$ cat src/rtl/proc_scheduler.sv
// rtl/proc_scheduler.sv - round-robin scheduler for the cached process slots
// Picks the running slot, handles slice expiry/exit/block/wake and allocates slots for spawns.
module proc_scheduler #(
  parameter int NPROC = 8,
  parameter int IDXW  = 3,
  parameter int ADDRW = 10,
  parameter int SLICE = 16
) (
  input  logic             clka,
  input  logic             rst,
  input  logic             inst_done,
  input  logic             exit_req,
  input  logic             block_req,
  input  logic             wake_req,
  input  logic [IDXW-1:0]  wake_idx,
  input  logic             spawn_req,
  input  logic [ADDRW-1:0] spawn_pc,
  output logic             spawn_ack,
  output logic             spawn_fail,
  output logic [IDXW-1:0]  spawn_idx,
  output logic             init_we,
  output logic [IDXW-1:0]  init_idx,
  output logic [ADDRW-1:0] init_pc,
  output logic [IDXW-1:0]  cur_idx,
  output logic             cur_valid,
  output logic             switch,
  output logic             idle,
  output logic [NPROC-1:0] active_mask,
  output logic [NPROC-1:0] blocked_mask
);

  localparam int SCW = (SLICE > 1) ? $clog2(SLICE) : 1;
  localparam logic [1:0] ST_RUN    = 2'd0;
  localparam logic [1:0] ST_SWITCH = 2'd1;
  localparam logic [1:0] ST_IDLE   = 2'd2;
  localparam logic [NPROC-1:0] ONE = {{(NPROC-1){1'b0}}, 1'b1};

  logic [1:0]       state;
  logic [SCW-1:0]   slice_cnt;
  logic             running, done, do_exit, do_block, trig, stay;
  logic             spawn_take, spawn_ok, free_found, sel_found;
  logic [IDXW-1:0]  free_idx, sel_idx;
  logic [NPROC-1:0] cur_bit, wake_bit, free_bit;
  logic [NPROC-1:0] active_nx, blocked_nx, runnable_nx;
  int               j;

  // Lowest free slot, judged on the registered mask so a same-cycle exit is not reused.
  always_comb begin
    free_found = 1'b0;
    free_idx   = '0;
    for (int i = NPROC - 1; i >= 0; i--) begin
      if (!active_mask[IDXW'(i)]) begin
        free_found = 1'b1;
        free_idx   = IDXW'(i);
      end
    end
  end

  assign running    = (state == ST_RUN);
  assign done       = running & inst_done;
  assign do_exit    = done & exit_req;
  assign do_block   = done & block_req & ~exit_req;
  assign trig       = done & (exit_req | block_req | (slice_cnt == SCW'(SLICE - 1)));
  assign spawn_take = spawn_req & ~spawn_ack;
  assign spawn_ok   = spawn_take & free_found;

  assign cur_bit  = ONE << cur_idx;
  assign wake_bit = ONE << wake_idx;
  assign free_bit = ONE << free_idx;

  // Wake is applied after block so a same-cycle wake on the blocking process is never lost.
  assign active_nx   = (active_mask & ~(do_exit ? cur_bit : '0)) | (spawn_ok ? free_bit : '0);
  assign blocked_nx  = (blocked_mask | (do_block ? cur_bit : '0))
                     & ~(wake_req ? wake_bit : '0) & ~(spawn_ok ? free_bit : '0);
  assign runnable_nx = active_nx & ~blocked_nx;

  // Round-robin scan from cur_idx+1; cur_idx itself is the last candidate.
  always_comb begin
    sel_found = 1'b0;
    sel_idx   = cur_idx;
    j         = 0;
    for (int k = NPROC; k >= 1; k--) begin
      j = (int'(cur_idx) + k) % NPROC;
      if (runnable_nx[IDXW'(j)]) begin
        sel_found = 1'b1;
        sel_idx   = IDXW'(j);
      end
    end
  end

  assign stay = ~exit_req & ~block_req & (sel_idx == cur_idx);

  always_ff @(posedge clka) begin
    if (rst) begin
      state        <= ST_RUN;
      slice_cnt    <= '0;
      active_mask  <= ONE;
      blocked_mask <= '0;
      cur_idx      <= '0;
      cur_valid    <= 1'b1;
      switch       <= 1'b0;
      idle         <= 1'b0;
      spawn_ack    <= 1'b0;
      spawn_fail   <= 1'b0;
      spawn_idx    <= '0;
      init_we      <= 1'b0;
      init_idx     <= '0;
      init_pc      <= '0;
    end else begin
      active_mask  <= active_nx;
      blocked_mask <= blocked_nx;
      spawn_ack    <= spawn_take;
      spawn_fail   <= spawn_take & ~free_found;
      spawn_idx    <= spawn_ok ? free_idx : '0;
      init_we      <= spawn_ok;
      init_idx     <= spawn_ok ? free_idx : '0;
      init_pc      <= spawn_ok ? spawn_pc : '0;
      switch       <= 1'b0;
      case (state)
        ST_RUN: begin
          if (trig) begin
            slice_cnt <= '0;
            if (!sel_found) begin
              state     <= ST_IDLE;
              cur_valid <= 1'b0;
              idle      <= 1'b1;
            end else if (!stay) begin
              state     <= ST_SWITCH;
              cur_valid <= 1'b0;
            end
          end else if (done) begin
            slice_cnt <= slice_cnt + 1'b1;
          end
        end
        ST_SWITCH: begin
          if (!sel_found) begin
            state <= ST_IDLE;
            idle  <= 1'b1;
          end else begin
            state     <= ST_RUN;
            cur_idx   <= sel_idx;
            cur_valid <= 1'b1;
            switch    <= 1'b1;
            slice_cnt <= '0;
          end
        end
        ST_IDLE: begin
          if (sel_found) begin
            state <= ST_SWITCH;
            idle  <= 1'b0;
          end
        end
        default: begin
          state     <= ST_IDLE;
          cur_valid <= 1'b0;
          idle      <= 1'b1;
        end
      endcase
    end
  end

endmodule

$ cat config.mk
export PLATFORM = sky130hd
export DESIGN_NAME = proc_scheduler
export DESIGN_NICKNAME = d
export VERILOG_FILES = /design/src/rtl/proc_scheduler.sv
export SDC_FILE = /design/constraint.sdc
export NUM_CORES = 1
export LEC_CHECK = 0
export ABC_CLOCK_PERIOD_IN_PS = 4500
export CAP_MARGIN = 5
export CORE_MARGIN = 10
export CORE_UTILIZATION = 52
export CTS_CLUSTER_DIAMETER = 50
export CTS_CLUSTER_SIZE = 20
export DETAILED_ROUTE_END_ITERATION = 8
export PLACE_DENSITY_LB_ADDON = 0.15
export SYNTH_ARGS = -nofsm -noshare
export SYNTH_HDL_FRONTEND = slang
export SYNTH_SLANG_ARGS = --single-unit
$ cat constraint.sdc
create_clock -name clka -period 4.5 [get_ports clka]
set_clock_uncertainty 0.2 [all_clocks]
set_input_delay 0.9 -clock clka [delete_from_list [all_inputs] [get_ports clka]]
set_output_delay 0.9 -clock clka [all_outputs]
set_load 0.03 [all_outputs]
==> results of run 1 <==
## placed cells by master, fill, tap and decap left out, types with 12 or more instances in the layout
cell,n
nor3_1,21
dfxtp_1,41
a31oi_1,12
inv_1,15
buf_4,20
nor2_1,27
and3_1,14
nand2_1,23
a21oi_1,17
clkdlybuf4s50_1,57
## power groups by stage
stage / Combinational (uW) / Clock, uW / Sequential (uW)
floorplan: 610 / 0 / 474
global placement: 908 / 0 / 449
detailed placement: 912 / 0 / 449
CTS: 918 / 294 / 441
global route: 1000 / 306 / 447
finish: 937 / 292 / 442
## cell usage after synthesis, types with 3 or more instances
cell type  number  share of area
a21o_1          4         0.0099
buf_4           8          0.020
ha_1            9          0.037
nand4b_1        4          0.012
nand2_1        23          0.028
or3_1          10          0.021
mux2i_1         5          0.016
o221ai_1        4          0.012
o311a_1         3         0.0099
o21ai_0         8          0.013
nor4_1          4         0.0082
nor3_1         21          0.035
or2_2           4         0.0082
o21ai_1         3         0.0049
a211oi_1        8          0.020
nand2b_1        3         0.0062
nand3_1         9          0.015
dfxtp_1        41           0.27
o21a_1          3         0.0074
o2111ai_1       4          0.012
nor2b_1         3         0.0062
nor2_1         27          0.033
and2_1          5          0.010
clkbuf_1       12          0.015
buf_2           3         0.0049
inv_1          15          0.019
a31oi_1        12          0.025
o211ai_1        7          0.017
a21oi_1        17          0.028
and3_1         14          0.029
o32ai_1         6          0.017
## through the flow
step | setup WS (ns) | std cells | hold WS (ns) | util
6_report | 0.215 | 501 | 0.288 | 0.686
5_1_grt | 0.0198 | 501 | 0.307 | 0.686
2_1_floorplan | 0.669 | 369 | 0.300 | -
3_3_place_gp | 0.0830 | 494 | 0.265 | 0.668
4_1_cts | 0.302 | 501 | 0.287 | 0.686
3_5_place_dp | 0.000327 | 494 | 0.273 | 0.668
## worst max path at each step
stage                             from                      end  slack, ns  depth (start not counted)
6_report                     inst_done  cur_idx[1]$_SDFFE_PP0P_       0.22                         11
5_1_grt                      inst_done   cur_valid$_SDFFE_PP1P_       0.02                         10
4_1_cts                      inst_done   cur_valid$_SDFFE_PP1P_       0.30                         10
3_5_place_dp                 inst_done   cur_valid$_SDFFE_PP1P_     0.0003                         10
3_3_place_gp               wake_idx[2]  cur_idx[1]$_SDFFE_PP0P_       0.08                         11
2_1_floorplan  cur_idx[2]$_SDFFE_PP0P_  cur_idx[0]$_SDFFE_PP0P_       0.67                         13
## cell type report
cell class | instances | area [um^2]
Multi-Input combinational cell | 287 | 2030
Fill cell | 463 | 1750
Sequential cell | 41 | 821
Timing Repair Buffer | 77 | 721
Tap cell | 72 | 90.1
Clock buffer | 5 | 68.8
Inverter | 17 | 63.8
Clock inverter | 2 | 35.0
## cell families (layout without fill, tap and decap cells)
| logic type | after synthesis | count (layout) | synth area share |
|---|---|---|---|
| other | 1 | 3 | 0.00124 |
| multiplexers | 11 | 11 | 0.0482 |
| adder cells (fa/ha/maj) | 9 | 9 | 0.0371 |
| flip-flops | 41 | 41 | 0.270 |
| XOR/XNOR | 1 | 1 | 0.00289 |
| buffers and inverters | 41 | 101 | 0.0643 |
| AND/OR/NAND/NOR | 144 | 144 | 0.272 |
| AO/OA/AOI/OAI | 119 | 119 | 0.304 |
## critical path, delay by kind of cell
kind	cells	cell delay (ns)
simple gates	2	0.77
compound gates	6	1.61
mux	1	0.18
buf+inv	2	0.79
## per-layer routing
metal / GRT usage / vias up / part of all wire
li1: - / 1549 / -
met1: 0.254 / 1528 / 0.42
met2: 0.317 / 170 / 0.47
met3: 0.0401 / 20 / 0.086
met4: 0.0738 / 0 / 0.025
met5: 0 / - / 0
## sequential cells by signal, indices dropped and copies added (netlist names), 2 cells and up
name          flops
cur_idx           3
init_idx          2
active_mask       8
blocked_mask      8
slice_cnt         4
state             2
init_pc          10
==> flow_metrics.py, run 1 <==
metrics = {
    "setup_path": {
        "slowest_stage": "clkdlybuf4s50_1",
        "cp-start-kind": "primary input",
        "crit_chain": "clkdlybuf4s50_1, and4bb_1, a31oi_1, o2111ai_1, a21oi_1, o32ai_1, nand2_1, o31ai_1, buf_4, mux2i_1, o21ai_1",
        "rr_startpoint": "cur_idx[2]$_SDFFE_PP0P_",
        "worstPathArrival_ns": 4.26,
        "path_max_fanout": 11,
        "rr_endpoint": "cur_idx[1]$_SDFFE_PP0P_",
        "critical_path.max_stage_delay_ns": 0.56,
        "end_kind": "flip-flop",
        "path_class": "in2reg",
        "rr_worst_depth": 12,
        "regToRegSetupSlack_ns": 0.32,
        "crit_required_ns": 4.48,
    },
    "cells_and_area": {
        "drive_above_1_share": 0.119,
        "final_area_um2": 3830,
        "areaGrowthSynthToFinish_pct": 26.1,
        "diodes": 0,
        "final_nets": 458,
    },
    "yosys": {
        "syn_avg_cell_area_um2": 8.27,
        "ys_types": 84,
        "syn_area_um2": 3040,
        "ys_seq_area_frac": 0.270,
        "synth_edf_count": 0,
        "postSynth.asyncResetShare": 0,
        "syn_inst": 367,
        "synth_warnings": 0,
        "ys.flop_type": "dfxtp_1",
        "synth-seq-cells": 41,
    },
    "clock_tree": {
        "cts_hold_buf": 0,
        "cts_made_buffers": 5,
        "clkSlewWorstSetupHoldPaths_ns": 0.08,
        "clock_latency_ns": 0.29,
        "cts_root_buf": "clkbuf_8",
        "cts_tree": "built",
        "cts_buffer_depth": 2,
        "post_cts_resized": 0,
        "cts_setup_buffers": 0,
        "cts_sinks": 41,
        "htree_levels": 2,
    },
    "min_path": {
        "hp-start": "active_mask[5]$_SDFF_PP0_",
        "holdPathStages": 2,
        "min_delay_worst_endpoint": "active_mask[5]$_SDFF_PP0_",
        "hold_path_class": "reg2reg",
    },
    "detailed_routing": {
        "vias": 3267,
        "drt_pre_antenna_iters": 5,
        "ant_nets": 0,
        "routed_wl_um": 9590,
        "wl_per_cell_um": 19.1,
        "drc_errors": 0,
        "routed_via_density": 6.52,
        "drt-initial-drc-count": 399,
    },
    "global_route": {
        "overflow": 0,
        "antenna_found_initial": 0,
        "grt_pass1_wl_um": 14800,
        "grt_pass1_vias": 2924,
        "track_usage": 0.197,
        "grt_max_degree": 28,
    },
    "status": {
        "outcome": "finished, final reports clean",
    },
    "placed_design": {
        "port_buffers": 57,
        "post_dp_cell_area_um2": 3720,
        "dp.final_hpwl_um": 7400,
        "gp_congestion": 1.06,
    },
    "power": {
        "p_leak_uw": 0.00147,
        "switching_share": 0.444,
        "p_int_uw": 929,
        "finalPower_uw": 1670,
        "clkPwrFrac": 0.175,
        "power.switching_uw": 743,
        "pwr-share-comb": 0.560,
        "power.density_nw_per_um2": 437,
        "p_seq_frac": 0.265,
        "max-vdd-ir-drop_v": 0.000326,
    },
    "die": {
        "rows": 27,
        "fp.dieArea_um2": 9290,
        "die_w_um": 96.4,
        "die_h_um": 96.4,
        "core-area_um2": 5570,
        "start_util": 0.545,
        "ioPinCount": 61,
    },
    "timing": {
        "finalCriticalPeriod_ns": 4.28,
        "finalHoldViolCount": 0,
        "final_max_slew_viol_count": 0,
        "min_period_over_period": 0.952,
        "slew_headroom": 0.553,
        "setup_viol": 0,
        "tightestPinTransition_ns": 0.665,
        "clock.fmax_mhz": 233,
        "tns_ns": 0,
        "rsz0062_at_grt": "no",
    },
    "run": {
        "cap_violations": 0,
    },
}
Power figures use the tool's default switching activity.
==> run 2: changes to the inputs <==
RECOVER_POWER = 100   (was not set)
==> run 2 against run 1 <==
Effect of this change:
- setup slack got worse by 0.052 ns
- utilization is 0.18 points lower
- sequential share of layout area up 0.056 points
- critical endpoint is now cur_idx[2]$_SDFFE_PP0P_
- largest cell class unchanged
==> flow_metrics.py, run 2 (synthesized netlist as in run 1, its figures left out) <==
metrics = {
    "detailed_routing": {
        "drc_errors": 0,
        "drt-initial-drc-count": 365,
        "drt_pre_antenna_iters": 5,
        "routed_via_density": 6.49,
        "ant_nets": 0,
        "vias": 3253,
        "wl_per_cell_um": 19.0,
        "routed_wl_um": 9540,
    },
    "placed_design": {
        "place.detailed.instances": 494,
        "port_buffers": 57,
        "gp_congestion": 1.06,
        "post_dp_cell_area_um2": 3720,
        "dp.final_hpwl_um": 7400,
        "place_ws_ns": 0.000327,
    },
    "clock_tree": {
        "clkSlewWorstSetupHoldPaths_ns": 0.08,
        "cts_root_buf": "clkbuf_8",
        "cts_tree": "built",
        "cts_buffer_depth": 2,
        "clock_latency_ns": 0.30,
        "post_cts_resized": 0,
        "cts_setup_buffers": 0,
        "htree_levels": 2,
        "cts_made_buffers": 5,
        "cts_hold_buf": 0,
        "cts_sinks": 41,
    },
    "timing": {
        "tightestPinTransition_ns": 1.24,
        "tns_ns": 0,
        "finalCriticalPeriod_ns": 4.34,
        "min_period_over_period": 0.964,
        "slew_headroom": 0.170,
        "final_max_slew_viol_count": 0,
        "rsz0062_at_grt": "no",
        "finalHoldViolCount": 0,
        "clock.fmax_mhz": 231,
        "setup_viol": 0,
        "setup_ws_ns": 0.163,
    },
    "cells_and_area": {
        "final_nets": 458,
        "diodes": 0,
        "fin_cells": 501,
        "top_register": "init_pc",
        "areaGrowthSynthToFinish_pct": 25.7,
        "reg.largest.list": "init_pc (10), active_mask (8), blocked_mask (8)",
        "drive_above_1_share": 0.114,
        "multi_input_area_um2": 2030,
        "final_area_um2": 3820,
        "regArea_um2": 821,
        "fillCellCount": 466,
        "final_common_cell": "dfxtp_1",
        "largest_reg_flops": 10,
        "mostFrequentLayoutCells": "dfxtp_1, dlygate4sd3_1, nor2_1, nand2_1, nor3_1",
    },
    "setup_path": {
        "end_kind": "flip-flop",
        "slowest_stage": "clkdlybuf4s50_1",
        "path_max_fanout": 11,
        "crit_chain": "clkdlybuf4s50_1, and4bb_1, a31oi_1, o2111ai_1, a21oi_1, o32ai_1, nand2_1, o31ai_1, clkbuf_2, a211oi_1, a211oi_1",
        "cp-startpoint": "inst_done",
        "critical_path.max_stage_delay_ns": 0.56,
        "worstPathArrival_ns": 4.34,
        "crit_required_ns": 4.50,
        "cp-start-kind": "primary input",
        "cpMostUsedCell": "a211oi_1",
        "rr_endpoint": "cur_idx[1]$_SDFFE_PP0P_",
        "rr_worst_depth": 12,
        "rr_startpoint": "cur_idx[2]$_SDFFE_PP0P_",
        "regToRegSetupSlack_ns": 0.29,
        "path_class": "in2reg",
    },
    "global_route": {
        "grt_pass1_vias": 2924,
        "track_usage": 0.197,
        "overflow": 0,
        "antenna_found_initial": 0,
        "grt_max_degree": 28,
        "grt_pass1_wl_um": 14800,
    },
    "min_path": {
        "hp-start": "active_mask[5]$_SDFF_PP0_",
        "holdPathStages": 2,
        "hold_path_class": "reg2reg",
        "min_delay_worst_endpoint": "active_mask[5]$_SDFF_PP0_",
    },
    "die": {
        "fp.dieArea_um2": 9290,
        "die_h_um": 96.4,
        "start_util": 0.545,
        "core-area_um2": 5570,
        "ioPinCount": 61,
        "rows": 27,
        "die_w_um": 96.4,
    },
    "run": {
        "cap_violations": 0,
    },
    "status": {
        "outcome": "finished, final reports clean",
    },
    "power": {
        "power.density_nw_per_um2": 433,
        "max-vdd-ir-drop_v": 0.000325,
        "p_leak_uw": 0.00157,
    },
}
-- run 2: cell types whose count changed in the layout (fill, tap and decap cells not counted), sizes merged --
cell,change
clkdlybuf4s50,-39
clkbuf,+3
buf,-3
dlygate4sd3,+39
-- run 2: worst max-delay path by stage --
stage                              end  slack [ns]  depth (start not counted)
6_report       cur_idx[2]$_SDFFE_PP0P_        0.16                         11
3_5_place_dp    cur_valid$_SDFFE_PP1P_      0.0003                         10
4_1_cts         cur_valid$_SDFFE_PP1P_        0.30                         10
3_3_place_gp   cur_idx[1]$_SDFFE_PP0P_        0.08                         11
2_1_floorplan  cur_idx[0]$_SDFFE_PP0P_        0.67                         13
5_1_grt         cur_valid$_SDFFE_PP1P_        0.02                         10
-- run 2: metal layers --
metal,track usage,vias up,share of wire
met4,0.0738,0,0.027
met2,0.317,170,0.46
met3,0.0401,21,0.087
li1,-,1545,-
met5,0,-,0
met1,0.254,1517,0.42
-- run 2: worst max-delay path, delay by kind of cell --
kind / cells / cell delay [ns]
simple gates: 2 / 0.77
buf+inv: 2 / 0.84
compound gates: 7 / 1.81
-- run 2: metrics by stage --
stage / utilization / power, uW / hold WS (ns)
finish: 0.685 / 1650 / 0.285
global route: 0.685 / 1740 / 0.304
CTS: 0.686 / 1650 / 0.287
detailed placement: 0.668 / 1360 / 0.273
global placement: 0.668 / 1360 / 0.265
floorplan: - / 1080 / 0.300
-- run 2: cell type report --
class	instances	share of cell area
multi-input combinational	287	0.531
sequential	41	0.215
timing repair buffer	77	0.186
tap	72	0.0236
clock buffer	5	0.0180
inverter	17	0.0167
clock inverter	2	0.00918
-- run 2: power breakdown --
group / switching [uW] / internal (uW) / total (uW)
Sequential: 48.4 / 393 / 441
Clock: 131 / 161 / 293
Combinational: 559 / 357 / 916
==> run 3: changes to the inputs <==
--- a/config.mk
+++ b/config.mk
@@ -14,5 +14,4 @@
 export DETAILED_ROUTE_END_ITERATION = 8
 export PLACE_DENSITY_LB_ADDON = 0.15
-export RECOVER_POWER = 100
 export SYNTH_ARGS = -nofsm -noshare
 export SYNTH_HDL_FRONTEND = slang
==> constraint.sdc (replaced) <==
create_clock -name clka -period 4.5 [get_ports clka]
set_clock_uncertainty 0.2 [all_clocks]
set_input_delay 0.675 -clock clka [delete_from_list [all_inputs] [get_ports clka]]
set_output_delay 0.675 -clock clka [all_outputs]
set_load 0.005 [all_outputs]
==> run 3 against run 2 <==
Effect of this change:
- sequential share of layout area grew 0.078 points
- global-route usage grew 0.060 points
- cell count fell by 0.60%
- worst hold slack improved by 0.0030 ns
- sequential power fell by 2%
- highest routed layer unchanged
- power fell by 4.6%
==> flow_metrics.py, run 3 (synthesized netlist as in run 1, its figures left out) <==
metrics = {
    "cells_and_area": {
        "mostFrequentLayoutCells": "clkdlybuf4s50_1, dfxtp_1, nor2_1, nand2_1, nor3_1",
        "diodes": 0,
        "largest_reg_flops": 10,
        "reg.largest.list": "init_pc (10), active_mask (8), blocked_mask (8)",
        "fin_util": 0.682,
        "top_register": "init_pc",
        "final_common_cell": "clkdlybuf4s50_1",
        "drive_above_1_share": 0.113,
        "final_nets": 455,
        "areaGrowthSynthToFinish_pct": 25.3,
    },
    "detailed_routing": {
        "drt_pre_antenna_iters": 5,
        "drt-initial-drc-count": 418,
        "routed_via_density": 6.45,
        "ant_nets": 0,
        "wl_per_cell_um": 19.1,
        "drc_errors": 0,
        "routed_wl_um": 9490,
        "vias": 3211,
    },
    "clock_tree": {
        "clock_latency_ns": 0.30,
        "clkSlewWorstSetupHoldPaths_ns": 0.09,
        "htree_levels": 2,
        "cts_made_buffers": 5,
        "cts_tree": "built",
        "cts_root_buf": "clkbuf_8",
        "cts_setup_buffers": 0,
        "cts_sinks": 41,
        "cts_buffer_depth": 2,
        "post_cts_resized": 0,
        "cts_hold_buf": 0,
    },
    "setup_path": {
        "crit_family": "compound AO/OA/AOI/OAI gates",
        "regToRegSetupSlack_ns": 0.54,
        "path_max_fanout": 8,
        "worstPathArrival_ns": 4.05,
        "rr_startpoint": "cur_idx[1]$_SDFFE_PP0P_",
        "critical_path.max_stage_delay_ns": 0.52,
        "cp-start-kind": "primary input",
        "cp-startpoint": "exit_req",
        "crit_chain": "clkdlybuf4s50_1, and4bb_1, buf_12, a31oi_1, o221ai_1, a32oi_2, a21oi_1, o211ai_1, o31ai_1, buf_4, or4_1, o21ai_1",
        "crit_required_ns": 4.54,
        "path_class": "in2reg",
        "critPathBufInv": 3,
        "end_kind": "flip-flop",
        "slowest_stage": "clkdlybuf4s50_1",
    },
    "min_path": {
        "hold_path_class": "reg2reg",
        "hp-start": "active_mask[6]$_SDFF_PP0_",
    },
    "global_route": {
        "antenna_found_initial": 0,
        "grt_pass1_wl_um": 14800,
        "overflow": 0,
        "grt_max_degree": 27,
        "track_usage": 0.197,
        "grt_pass1_vias": 3010,
    },
    "power": {
        "max-vdd-ir-drop_v": 0.000248,
        "p_leak_uw": 0.00144,
        "power.density_nw_per_um2": 414,
    },
    "timing": {
        "setup_viol": 0,
        "finalCriticalPeriod_ns": 4.01,
        "final_max_slew_viol_count": 0,
        "slew_headroom": 0.601,
        "finalHoldViolCount": 0,
        "rsz0062_at_grt": "no",
        "min_period_over_period": 0.892,
        "tns_ns": 0,
        "clock.fmax_mhz": 249,
        "tightestPinTransition_ns": 0.597,
        "setup_ws_ns": 0.486,
    },
    "die": {
        "ioPinCount": 61,
        "die_h_um": 96.4,
        "core-area_um2": 5570,
        "fp.dieArea_um2": 9290,
        "die_w_um": 96.4,
        "start_util": 0.545,
        "rows": 27,
    },
    "placed_design": {
        "gp_congestion": 0.993,
        "place_ws_ns": 0.227,
        "port_buffers": 57,
        "dp.final_hpwl_um": 7460,
    },
    "run": {
        "cap_violations": 0,
    },
    "status": {
        "outcome": "finished, final reports clean",
    },
}
run 3: area by class of cell:
cell class,count,area [um^2]
Sequential cell,41,821
Inverter,17,63.8
Clock buffer,6,82.6
Clock inverter,1,7.51
Timing Repair Buffer,74,711
Fill cell,447,1770
Tap cell,72,90.1
Multi-Input combinational cell,287,2030
run 3: path summary, 6_finish.rpt:
| kind | endpoint | cells past startpoint |
|---|---|---|
| setup / recovery | cur_idx[1]$_SDFFE_PP0P_ | 12 |
| hold / removal | active_mask[6]$_SDFF_PP0_ | 1 |
| setup reg to reg | cur_idx[1]$_SDFFE_PP0P_ | 12 |
| hold reg to reg | active_mask[6]$_SDFF_PP0_ | 1 |
run 3: worst reg2reg max path, stage by stage, from the launching register on:
cell	delay, ns
dfxtp_1	0.45
ha_1	0.29
ha_1	0.19
nor4bb_4	0.16
a21boi_1	0.45
nand2_1	0.19
mux4_2	0.55
mux2_4	0.32
nand2_1	0.16
o31ai_1	0.13
buf_4	0.18
or4_1	0.49
o21ai_1	0.13
run 3: stage by stage:
stage / hold slack (ns) / instances / power, uW / area, um^2
after floorplan: 0.270 / 369 / 1030 / 3040
after global placement: 0.270 / 491 / 1310 / 3710
after detailed placement: 0.278 / 491 / 1310 / 3710
after CTS: 0.290 / 498 / 1570 / 3800
after global routing: 0.311 / 498 / 1670 / 3800
final: 0.288 / 498 / 1580 / 3800
run 3: where the power goes:
| group | switching, uW | total, uW | internal, uW | leakage (uW) |
|---|---|---|---|---|
| Combinational | 520 | 893 | 373 | 0.00107 |
| Sequential | 38.3 | 431 | 393 | 0.000334 |
| Clock | 129 | 251 | 121 | 0.0000433 |
| Total | 687 | 1580 | 888 | 0.00144 |
run 3: metal layers:
| layer | GRT usage | up-vias | part of all wire |
|---|---|---|---|
| met5 | 0 | - | 0 |
| met4 | 0.0666 | 0 | 0.018 |
| met3 | 0.0393 | 17 | 0.082 |
| met2 | 0.331 | 160 | 0.48 |
| met1 | 0.247 | 1498 | 0.42 |
| li1 | - | 1536 | - |
==> edit: new RTL, settings of run 2 <==
The parameter `ADDRW` goes from 10 to 9.
--- a/src/rtl/proc_scheduler.sv
+++ b/src/rtl/proc_scheduler.sv
@@ -5,3 +5,3 @@
   parameter int IDXW  = 3,
-  parameter int ADDRW = 10,
+  parameter int ADDRW = 9,
   parameter int SLICE = 16
Ports: changed (resized init_pc and spawn_pc); port bits go from 61 to 59. No check against the original RTL was run, so the function may have changed too.
==> edit against run 2 <==
Total power rose by 39%; worst hold slack got worse by 0.011 ns; clock power rose by 9.6%; critical path type unchanged; design area rose by 8.3%; global-route usage rose by 0.60 points; sequential cell count fell by 1; routed wire length rose by 8.0%; count of clock-buffer cells in the layout rose by 2; fmax fell by 1.6%; utilization rose by 5.3 points; first-iteration DRC count fell by 26%; worst setup slack got worse by 0.072 ns; synthesized area rose by 1.3%; largest power group unchanged.
==> edit: results (changes against run 2) <==
* Status: finished, final reports clean (unchanged)
* Met2 routed WL at 4800 µm (was 4420 µm)
* Synth cell count leaders: dfxtp_1 (40), nor2_1 (28), a21oi_1 (18), inv_1 (18), o211ai_1 (14) (was dfxtp_1 (41), nor2_1 (27), nand2_1 (23))
* WP data arrival at 4.45 ns (was 4.34 ns)
* Post-synthesis sequential area ratio at 26.0% (was 27.0%)
* Total Routed Length at 10300 µm (was 9540 µm)
* First-pass GRT wire length at 16200 µm (was 14800 µm)
* Met3 wire length at 905 µm (was 827 µm)
* Input/output buffers at 55 (was 57)
* Hold_ws at 0.274 ns (was 0.285 ns)
* Post-synth cell types at 71 (was 84)
* Hold Startpoint: slice_cnt[1] (was active_mask[5])
* Post-DP HPWL at 8050 µm (was 7400 µm)
* Largest net degree at the start of global routing at 22 (was 28)
* Synth Area in Adders at 3.66% (was 3.71%)
* Worst reg2reg path depth at 14 (was 12)
* GR Util met1 at 24.7% (was 25.4%)
* Routed wire per std cell at 19.9 µm (was 19.0 µm)
* Drt pass-1 iters at 6 (was 5)
* Pre-CTS setup slack at -0.155 ns (was 0.000327 ns)
* Max stage delay cell, worst path: mux4_2 (was clkdlybuf4s50_1)
* Met2 Resource Use GR at 32.1% (was 31.7%)
* R2R setup slack at 0.50 ns (was 0.29 ns)
* Dpl cell area at 3980 µm² (was 3720 µm²)
* CP max stage delay at 0.53 ns (was 0.56 ns)
* Via count at 3378 (was 3253)
* Met1 Routed Length at 4240 µm (was 4030 µm)
* Hold endpoint: slice_cnt[1] (was active_mask[5])
* Crit path to: cur_valid (was cur_idx[2])
* Worst IR drop on VDD at 0.408 mV (was 0.325 mV)
* Cells after Synth at 356 (was 367)
* Routability cong. at 0.960 (was 1.06)
* Gr usage total at 20.3% (was 19.7%)
* Post-synthesis mux area share at 5.78% (was 4.82%)
* Worst setup path startpoint: exit_req (was inst_done)
* Share of layout cells above drive strength 1 at 19.8% (was 11.4%)
* Post-synthesis compound-gate area fraction at 33.5% (was 30.4%)
* FILL cells at 438 (was 466)
* Post-layout net count at 472 (was 458)
* Measured slew at the worst slew-check pin at 0.729 ns (was 1.24 ns)
* Top Registers: init_pc (9), active_mask (8), blocked_mask (8) (was init_pc (10), active_mask (8), blocked_mask (8))
* Placed Cells at 509 (was 494)
* FMAX at 227 MHz (was 231 MHz)
* Met3 usage at 6.10% (was 4.01%)
* Ranking of synthesized cells by area: dfxtp_1 (26%), mux4_2 (5.1%), ha_1 (3.7%) (was dfxtp_1 (27%), ha_1 (3.7%), nor3_1 (3.5%))
## edit: changes by cell type after synthesis, moves of 5 or more
cell	run 2	this run
nand2b_1	3	8
mux4_2	2	7
or3_1	10	4
nor3_1	21	9
and3_1	14	5
nand2_1	23	12
o211ai_1	7	14
a31oi_1	12	3
o211a_1	2	10
and2_1	5	12
## edit: timing repair
| action | CTS | global route |
|---|---|---|
| endpoints found under the setup margin | 0 | 2 |
| setup buffers | 0 | 0 |
| resized for setup | 0 | 9 |
## edit: cell type report
cell class | count | area (µm²) | area share (%)
multi-input cells | 274 | 2110 | 50.9
repair buffers | 105 | 943 | 22.8
flip-flops and latches | 40 | 801 | 19.4
clock buffers | 7 | 96.3 | 2.33
well taps | 72 | 90.1 | 2.18
inverters | 18 | 67.6 | 1.63
clock inverters | 1 | 30.0 | 0.726
## edit: power by group
part,leakage [nW],internal [mW],switching [mW]
clock,0.0645,0.196,0.126
sequential,0.325,0.392,0.0452
combinational,1.30,0.649,0.889
total,1.69,1.24,1.06
